==> config.mk <==
export PLATFORM = sky130hd
export DESIGN_NAME = axi_slave_mem
export DESIGN_NICKNAME = d
export VERILOG_FILES = /design/src/rtl/axi_slave_mem.sv
export SDC_FILE = /design/constraint.sdc
export NUM_CORES = 2
export LEC_CHECK = 0
export ABC_AREA = 1
export BUFFER_PORTS_ARGS = -buffer_cell sky130_fd_sc_hd__buf_2
export CORE_MARGIN = 2
export CORE_UTILIZATION = 40
export DETAILED_ROUTE_END_ITERATION = 8
export PLACE_DENSITY_LB_ADDON = 0.1
export SYNTH_ARGS = -nofsm -noshare
export SYNTH_HDL_FRONTEND = slang
export SYNTH_SLANG_ARGS = --single-unit
==> constraint.sdc <==
create_clock -name clk -period 5.87 [get_ports clk]
set_clock_uncertainty 0.2 [all_clocks]
set_input_delay 0.2935 -clock clk [delete_from_list [all_inputs] [get_ports clk]]
set_output_delay 0.2935 -clock clk [all_outputs]
set_load 0.02 [all_outputs]
==> src/rtl/axi_slave_mem.sv <==
// Memory-backed AXI-style slave: a 2^ADDR_W x 8 byte array served by independent
// read and write engines that share one clock and run concurrently.
module axi_slave_mem #(
    parameter int ADDR_W     = 8,
    parameter int RD_WAIT    = 1,
    parameter int MAX_WBEATS = 16
) (
    input  logic        clk,
    input  logic        rst,
    input  logic        ARVALID,
    input  logic [15:0] ARPACK,
    output logic        ARREADY,
    input  logic        RREADY,
    output logic        RVALID,
    output logic        RLAST,
    output logic [8:0]  RPACK,
    input  logic        AWVALID,
    input  logic [11:0] AWPACK,
    output logic        AWREADY,
    input  logic        WVALID,
    input  logic [7:0]  WDATA,
    input  logic        WLAST,
    output logic        WREADY,
    output logic        BVALID,
    input  logic        BREADY,
    output logic [4:0]  BRESP,
    output logic [1:0]  dbg_rd_state_o,
    output logic [1:0]  dbg_wr_state_o,
    output logic [3:0]  dbg_rd_id_o
);

    // Handshake: a beat moves on every rising edge where VALID and READY are both 1;
    // a raised VALID keeps its payload stable until that edge.
    localparam int CNT_W = $clog2(MAX_WBEATS + 1);

    typedef enum logic [1:0] {R_IDLE, R_ADDR, R_WAIT, R_DATA} rd_state_t;
    typedef enum logic [1:0] {W_IDLE, W_ADDR, W_DATA, W_RESP} wr_state_t;

    logic [7:0] mem [2**ADDR_W];

    rd_state_t         r_state_q;
    logic [ADDR_W-1:0] r_addr_q;
    logic [ADDR_W-1:0] r_addr_d;
    logic [3:0]        r_len_q;
    logic [3:0]        r_cnt_q;
    logic [3:0]        r_id_q;
    logic [3:0]        r_wait_q;
    logic              r_err_q;
    logic              r_err_d;

    wr_state_t         w_state_q;
    logic [ADDR_W-1:0] w_addr_q;
    logic [3:0]        w_id_q;
    logic [CNT_W-1:0]  w_cnt_q;
    logic              w_err_q;
    logic              w_err_d;
    logic              w_over;
    logic              w_wrap;
    logic              mem_we;

    assign dbg_rd_state_o = r_state_q;
    assign dbg_wr_state_o = w_state_q;
    assign dbg_rd_id_o    = r_id_q;

    // Stepping past the top address inside a burst flags every later beat as an error.
    assign r_addr_d = r_addr_q + 1'b1;
    assign r_err_d  = r_err_q | (r_addr_q == '1);

    always_ff @(posedge clk) begin
        if (!rst) begin
            r_state_q <= R_IDLE;
            r_addr_q  <= '0;
            r_len_q   <= '0;
            r_cnt_q   <= '0;
            r_id_q    <= '0;
            r_wait_q  <= '0;
            r_err_q   <= 1'b0;
            ARREADY   <= 1'b0;
            RVALID    <= 1'b0;
            RLAST     <= 1'b0;
            RPACK     <= '0;
        end else begin
            case (r_state_q)
                R_IDLE: begin
                    if (ARVALID) begin
                        r_addr_q  <= ARPACK[15:8];
                        r_len_q   <= ARPACK[7:4];
                        r_id_q    <= ARPACK[3:0];
                        r_cnt_q   <= '0;
                        r_err_q   <= 1'b0;
                        ARREADY   <= 1'b1;
                        r_state_q <= R_ADDR;
                    end
                end
                R_ADDR: begin
                    ARREADY  <= 1'b0;
                    r_wait_q <= '0;
                    if (RD_WAIT == 0) begin
                        RVALID    <= 1'b1;
                        RPACK     <= {mem[r_addr_q], r_err_q};
                        RLAST     <= (r_len_q == 4'd0);
                        r_state_q <= R_DATA;
                    end else begin
                        r_state_q <= R_WAIT;
                    end
                end
                R_WAIT: begin
                    if (r_wait_q == 4'(RD_WAIT - 1)) begin
                        RVALID    <= 1'b1;
                        RPACK     <= {mem[r_addr_q], r_err_q};
                        RLAST     <= (r_len_q == 4'd0);
                        r_state_q <= R_DATA;
                    end else begin
                        r_wait_q <= r_wait_q + 4'd1;
                    end
                end
                R_DATA: begin
                    // The next beat is fetched at the transfer edge, so a same-cycle write
                    // to the presented address cannot alter the beat already on RPACK.
                    if (RREADY) begin
                        if (RLAST) begin
                            RVALID    <= 1'b0;
                            RLAST     <= 1'b0;
                            RPACK     <= '0;
                            r_state_q <= R_IDLE;
                        end else begin
                            r_addr_q <= r_addr_d;
                            r_cnt_q  <= r_cnt_q + 4'd1;
                            r_err_q  <= r_err_d;
                            RPACK    <= {mem[r_addr_d], r_err_d};
                            RLAST    <= ((r_cnt_q + 4'd1) == r_len_q);
                        end
                    end
                end
                default: r_state_q <= R_IDLE;
            endcase
        end
    end

    // The beat counter saturates at MAX_WBEATS, so every beat past it stays an overrun.
    assign w_over  = (w_cnt_q == CNT_W'(MAX_WBEATS));
    assign w_wrap  = (w_cnt_q != '0) && (w_addr_q == '0);
    assign w_err_d = w_err_q | w_wrap | w_over;
    assign mem_we  = rst && (w_state_q == W_DATA) && WVALID && !w_over;

    always_ff @(posedge clk) begin
        if (!rst) begin
            w_state_q <= W_IDLE;
            w_addr_q  <= '0;
            w_id_q    <= '0;
            w_cnt_q   <= '0;
            w_err_q   <= 1'b0;
            AWREADY   <= 1'b0;
            WREADY    <= 1'b0;
            BVALID    <= 1'b0;
            BRESP     <= '0;
        end else begin
            case (w_state_q)
                W_IDLE: begin
                    if (AWVALID) begin
                        w_addr_q  <= AWPACK[11:4];
                        w_id_q    <= AWPACK[3:0];
                        w_cnt_q   <= '0;
                        w_err_q   <= 1'b0;
                        AWREADY   <= 1'b1;
                        w_state_q <= W_ADDR;
                    end
                end
                W_ADDR: begin
                    AWREADY   <= 1'b0;
                    WREADY    <= 1'b1;
                    w_state_q <= W_DATA;
                end
                W_DATA: begin
                    if (WVALID) begin
                        w_addr_q <= w_addr_q + 1'b1;
                        w_err_q  <= w_err_d;
                        if (!w_over) begin
                            w_cnt_q <= w_cnt_q + 1'b1;
                        end
                        if (WLAST) begin
                            WREADY    <= 1'b0;
                            BVALID    <= 1'b1;
                            BRESP     <= {w_id_q, w_err_d};
                            w_state_q <= W_RESP;
                        end
                    end
                end
                W_RESP: begin
                    if (BREADY) begin
                        BVALID    <= 1'b0;
                        BRESP     <= '0;
                        w_state_q <= W_IDLE;
                    end
                end
                default: w_state_q <= W_IDLE;
            endcase
        end
    end

    always_ff @(posedge clk) begin
        if (mem_we) begin
            mem[w_addr_q] <= WDATA;
        end
    end

endmodule

# --- Word-level counts from Yosys, hierarchy flattened ---
# Memories as Yosys holds them, arrays and structs flattened. A register that Yosys moved wholly into a read port is not among the register bits.
# Cells that the tools add are included.
word_totals:
  ff_bits: 67
  latchBits: 0
  mem_bits_rw: 2048
  romBits: 0
  in_bits: 44
  out_inout_bits: 28
  wordCells: 147
  n_memories: 1
memory_table:
  columns: ["name", "words", "width", "rd", "rd_clocked_by_memory_dff", "wr", "line_no", "text"]
  rows:
  - ["mem", 256, 8, 2, 1, 1, "39", "logic [7:0] mem [2**ADDR_W];"]
classes:
  add_sub_neg: 5
  multipliers: 0
  div: 0
  order_cmp: 0
  n_eq_ne: 20
  n_shift: 0
  muxes: 65
  bitwise_logic: 3
  n_reduce_logical: 33
op_table:
  columns: ["operator", "n"]
  rows:
  - ["$mux 8", 7]
  - ["$pmux 8 s2", 2]
  - ["$mux 5", 6]
  - ["$mux 9", 3]
  - ["$reduce_and 4->1", 6]
  - ["$ne 2x2->1 const B", 11]
  - ["$mux 1", 20]
  - ["$pmux 5 s2", 2]
  - ["$pmux 9 s2", 1]
  - ["$add 8x1->8 const B", 2]
  - ["$mux 2", 8]
  - ["$mux 4", 4]
  - ["$pmux 1 s2", 8]
  - ["$pmux 2 s4", 2]
  - ["$pmux 4 s2", 2]
  - ["$reduce_bool 2->1", 8]
  - ["$reduce_and 2->1", 5]
  - ["$reduce_and 3->1", 3]
  - ["$add 4x1->4 const B", 2]
  - ["$eq 2x2->1 const B", 4]
  - ["$eq 8x8->1 const B", 1]
  - ["$logic_not 4->1", 2]
  - ["$logic_not 8->1", 1]
  - ["$add 5x1->5 const B", 1]
  - ["other kinds (8)", 15]

# --- Logic depth before layout (Yosys ltp) ---
depth:
  depth_word: 7
  mapped_depth: 19
  ltp_nobuf: 17

# --- Worst setup path before layout ---
# Ideal clock, no wire load.
synth_path:
  path_type: "flip-flop to flip-flop"
  startpoint: "register w_state_q[1], in the netlist dbg_wr_state_o[1]"
  endpoint: "memory mem[232][0] (enable)"
  setup_time_ns: 0.370
  arrival_ns: 2.319
  required_time_ns: 5.300
  setup_slack_ns: 2.980
  stages_incl_launch_ff: 10
  n_path_buf: 2
  period_less_slack_ns: 2.890
  path_cell_list: "dfxtp_1 > ha_1 > buf_2 > nand2_1 > nor2_1 > nand2_1 > nor3_1 > nand3_1 > clkbuf_1 > nor2_1"
synth_via:
  elab_chain_cells: 6
synth_rtl:
  columns: ["element", "line_no", "text"]
  rows:
  - ["from (decl)", "51", "wr_state_t w_state_q;"]
  - ["from (signal assigned)", "148", "w_state_q <= W_IDLE;"]
  - ["from (signal assigned)", "166", "w_state_q <= W_ADDR;"]
  - ["from (signal assigned)", "172", "w_state_q <= W_DATA;"]
  - ["$eq 2x2->1", "144", "assign mem_we = rst && (w_state_q == W_DATA) && WVALID && !w_over;"]
  - ["$logic_and 1x1->1 (3 in a row)", "144", null]
  - ["$mux 1", "202", "if (mem_we) begin"]
  - ["$mux 1 (not written as such)", "203", "mem[w_addr_q] <= WDATA;"]
  - ["to (decl)", "39", null]
# No other way between the ends.

# --- Worst setup path in the final report ---
layout_path:
  startpoint: "register w_state_q[0], in the netlist dbg_wr_state_o[0]"
  endpoint: "memory mem[131][7] (enable)"
# The elaborated chain is that of the path after synthesis.

==> run summary <==
====================================================================================
Status                                                                  finished, violations left
Failing checks                                                          max-capacitance violations, max-slew violations
Slew HR                                                                      -0.0495
Detailed Route WL                                                             433 mm
Worst Max-Slew Pin Slew                                                      1.57 ns
Per-instance average area after synthesis                                 8.85 sq um
Via count                                                                      93700
Number of flops mapped to enable cells by yosys                                 2048
IR Drop Worst-Case VDD                                                        451 uV
Category of the worst setup path launch point                              flip-flop
Starting Density                                                               0.402
Hold Path Depth                                                                    5
Start of the worst register-to-register path                            dbg_wr_state_o[0]
Beginning of the worst hold path                                             AWVALID
Critical path launch point                                              dbg_wr_state_o[0]
Post_cts resized                                                                   0
Average via count per standard cell                                             6.05
Clock latency on the worst-skew pair                                         0.94 ns
Bufs on Longest Clock Path                                                         4
Number of antenna violations at the first check in global routing                 15
Number of pins exceeding their max-slew limit in the final report                  6
Nets                                                                           11800
Cell breakdown of the critical path                                     inv_1, ha_1, nand2_1, nor2_1, nand2_1, nor2_1, nand2_1, nor2_1
Wire length of the first global-routing pass                                  620 mm
GRT Total Usage                                                                0.310
Number of maximum-capacitance violations                                           1
Count of yosys warnings during synthesis                                           0
Average wire per standard cell                                               28.0 um
Number of ports placed on the die boundary                                        72
Most used standard cells in the synthesized netlist                     nand2_1 (4385), nand3_1 (3996), edfxtp_1 (2048)
Worst path required time                                                     6.17 ns
Buffer count from post-CTS setup fixing                                            0
Most frequently used cell type in the post-synthesis netlist                 nand2_1
Area growth, synth to finish                                                   11.5%
H-tree depth                                                                       4
Final-layout setup total negative slack                                         0 ns
HPWL after DPL                                                                248 mm
Period utilization                                                             0.852
Maximum number of pins on one net before global-route repair                     164
Critical path fanouts, max                                                        21
Total number of clock tree sinks                                                2123
# fillers                                                                      25000
Cell accounting for the most synthesized area                               edfxtp_1
Net count after synthesis                                                      12100
Mapped Area                                                             106000 sq um
Core area                                                               265000 sq um
Placement row count                                                              189
Cells after synthesis                                                          12000
Final worst path period need                                                 5.00 ns
Proportion of synthesized chip area in sequential cells                        0.592
Routability congestion estimate from global placement                          0.914
Top cells by area, synth                                                edfxtp_1 (58%), nand3_1 (19%), nand2_1 (15%), buf_2 (2.4%), dfxtp_1 (1.4%)
Pwr Total                                                                   60700 uW
Fraction of synthesis flops using an asynchronous set or reset pin                 0
Power Density                                                            511 nW/um^2
CP max stage cell                                                             nor2_1
ANT nets after route                                                               0
Register clock-pin slew on the reported worst setup and hold paths           0.06 ns
Final count of hold timing violations                                              0
Die Span X                                                                    520 um
Die area                                                                270000 sq um
GR Overflow Total                                                                  0
Leakage power figure                                                       0.0437 uW
WP data arrival                                                              5.30 ns
Number of cells in the design after placement                                  14900
Most used flip-flop cell after synthesis                                    edfxtp_1
Detailed-route DRC error count                                                     0
Cts bufs inserted                                                                239
Post-synth top area share                                                      0.578
Die span in y                                                                 520 um
Layout cell share with drive strength beyond 1                                0.0592
CTS tree                                                                         yes
FF-to-FF path depth                                                                8
Final setup vio count                                                              0
Maximum clock frequency                                                      200 MHz
RSZ-0062 raised after global routing                                           false
Type of element capturing the critical path                                flip-flop
#FFs+latches synth                                                              2123
1st-pass router iterations                                                         7
Number of buffers inserted for hold repair after clock tree synthesis             97
Placed Area                                                             110000 sq um
IO Port Bufs                                                                      71
Finished Layout Cells                                                          15500
DRC violation total after the first TritonRoute iteration                      13400
Category of the critical setup timing path                                   reg2reg
Type of the worst min-delay path                                              in2reg
Library cells used by synthesis                                                   34
Clock tree root driver cell                                                clkbuf_16
Area of all placed cells without fillers                                119000 sq um
Via count of the first global-routing pass                                     88500
Final core utilization                                                         0.448
Peak per-stage delay on the critical path                                    1.26 ns
====================================================================================
registers in the layout (all words and copies together), names as in the netlist, named ones only:
signal	cells
w_err_q	1
r_addr_q	8
dbg_rd_id_o	4
RPACK	9
r_len_q	4
dbg_wr_state_o	2
RLAST	1
dbg_rd_state_o	2
w_id_q	4
BRESP	5
r_cnt_q	4
AWREADY	1
r_wait_q	4
w_cnt_q	5
BVALID	1
WREADY	1
ARREADY	1
w_addr_q	8
mem	2048
RVALID	1
r_err_q	1
kinds of logic after synthesis:
kind of cell / after synthesis / share of synthesized area
buffers and inverters: 1020 / 0.0437
AO/OA/AOI/OAI: 123 / 0.00620
flip-flops: 2123 / 0.592
AND/OR/NAND/NOR: 8738 / 0.356
XOR/XNOR: 8 / 0.000729
adder cells (fa/ha/maj): 18 / 0.00212
metrics by stage:
step | hold WS [ns] | setup slack [ns]
after floorplan | 0.192 | 2.98
after global placement | 0.255 | 0.766
after detailed placement | 0.260 | 0.861
after CTS | 0.000584 | 0.805
after global routing | 0.0870 | 0.808
final | 0.0664 | 0.871
worst max-delay path, delay by kind of cell, from the launching register on:
kind                     cells  cell delay [ns]
AND/OR/NAND/NOR              6             3.24
flip-flops                   1             0.35
adder cells (fa/ha/maj)      1             0.63
buffers and inverters        1             0.12
per-layer routing:
metal  wire length [um]  track usage
met5                 46            0
met4              24300        0.162
met3              44700       0.0546
met2             194000        0.473
met1             171000        0.422
cell usage in the layout, fill, tap and decap left out, drive strengths merged, types with 3 or more instances in the layout:
| cell type | Yosys | layout |
|---|---|---|
| nand2 | 4386 | 4386 |
| clkinv | 2 | 110 |
| xor2 | 6 | 6 |
| nor3b | 3 | 3 |
| dlygate4sd3 | 0 | 97 |
| a21oi | 49 | 49 |
| clkinvlp | 0 | 7 |
| diode | 0 | 6 |
| nor2 | 328 | 328 |
| nand4 | 10 | 10 |
| ha | 18 | 18 |
| edfxtp | 2048 | 2048 |
| clkbuf | 298 | 297 |
| bufinv | 0 | 26 |
| dfxtp | 75 | 75 |
| o21ai | 57 | 57 |
| inv | 72 | 75 |
| nor3 | 11 | 11 |
| a221oi | 6 | 6 |
| buf | 648 | 329 |
| nand3 | 3996 | 3996 |
| a31oi | 6 | 6 |
layout make-up:
cell class / count / area (sq um) / share of cell area
clock buffer: 297 / 6380 / 0.0537
antenna: 6 / 15.0 / 0.000126
timing repair buffer: 426 / 4240 / 0.0357
multi-input combinational: 8887 / 39000 / 0.328
clock inverter: 144 / 1380 / 0.0116
inverter: 74 / 335 / 0.00282
tap: 3533 / 4420 / 0.0372
sequential: 2123 / 63000 / 0.531
final timing paths:
| kind | slack [ns] | to |
|---|---|---|
| min | 0.07 | AWREADY |
| max reg2reg | 0.87 | mem[131][7] |
| max | 0.87 | mem[131][7] |
| min reg2reg | 0.27 | w_err_q |
report_power, final:
| group | internal, uW | total, uW | switching [uW] |
|---|---|---|---|
| sequential | 16800 | 17200 | 441 |
| combinational | 6820 | 28300 | 21400 |
| clock | 8790 | 15200 | 6410 |
(Power assumes the default switching activity.)
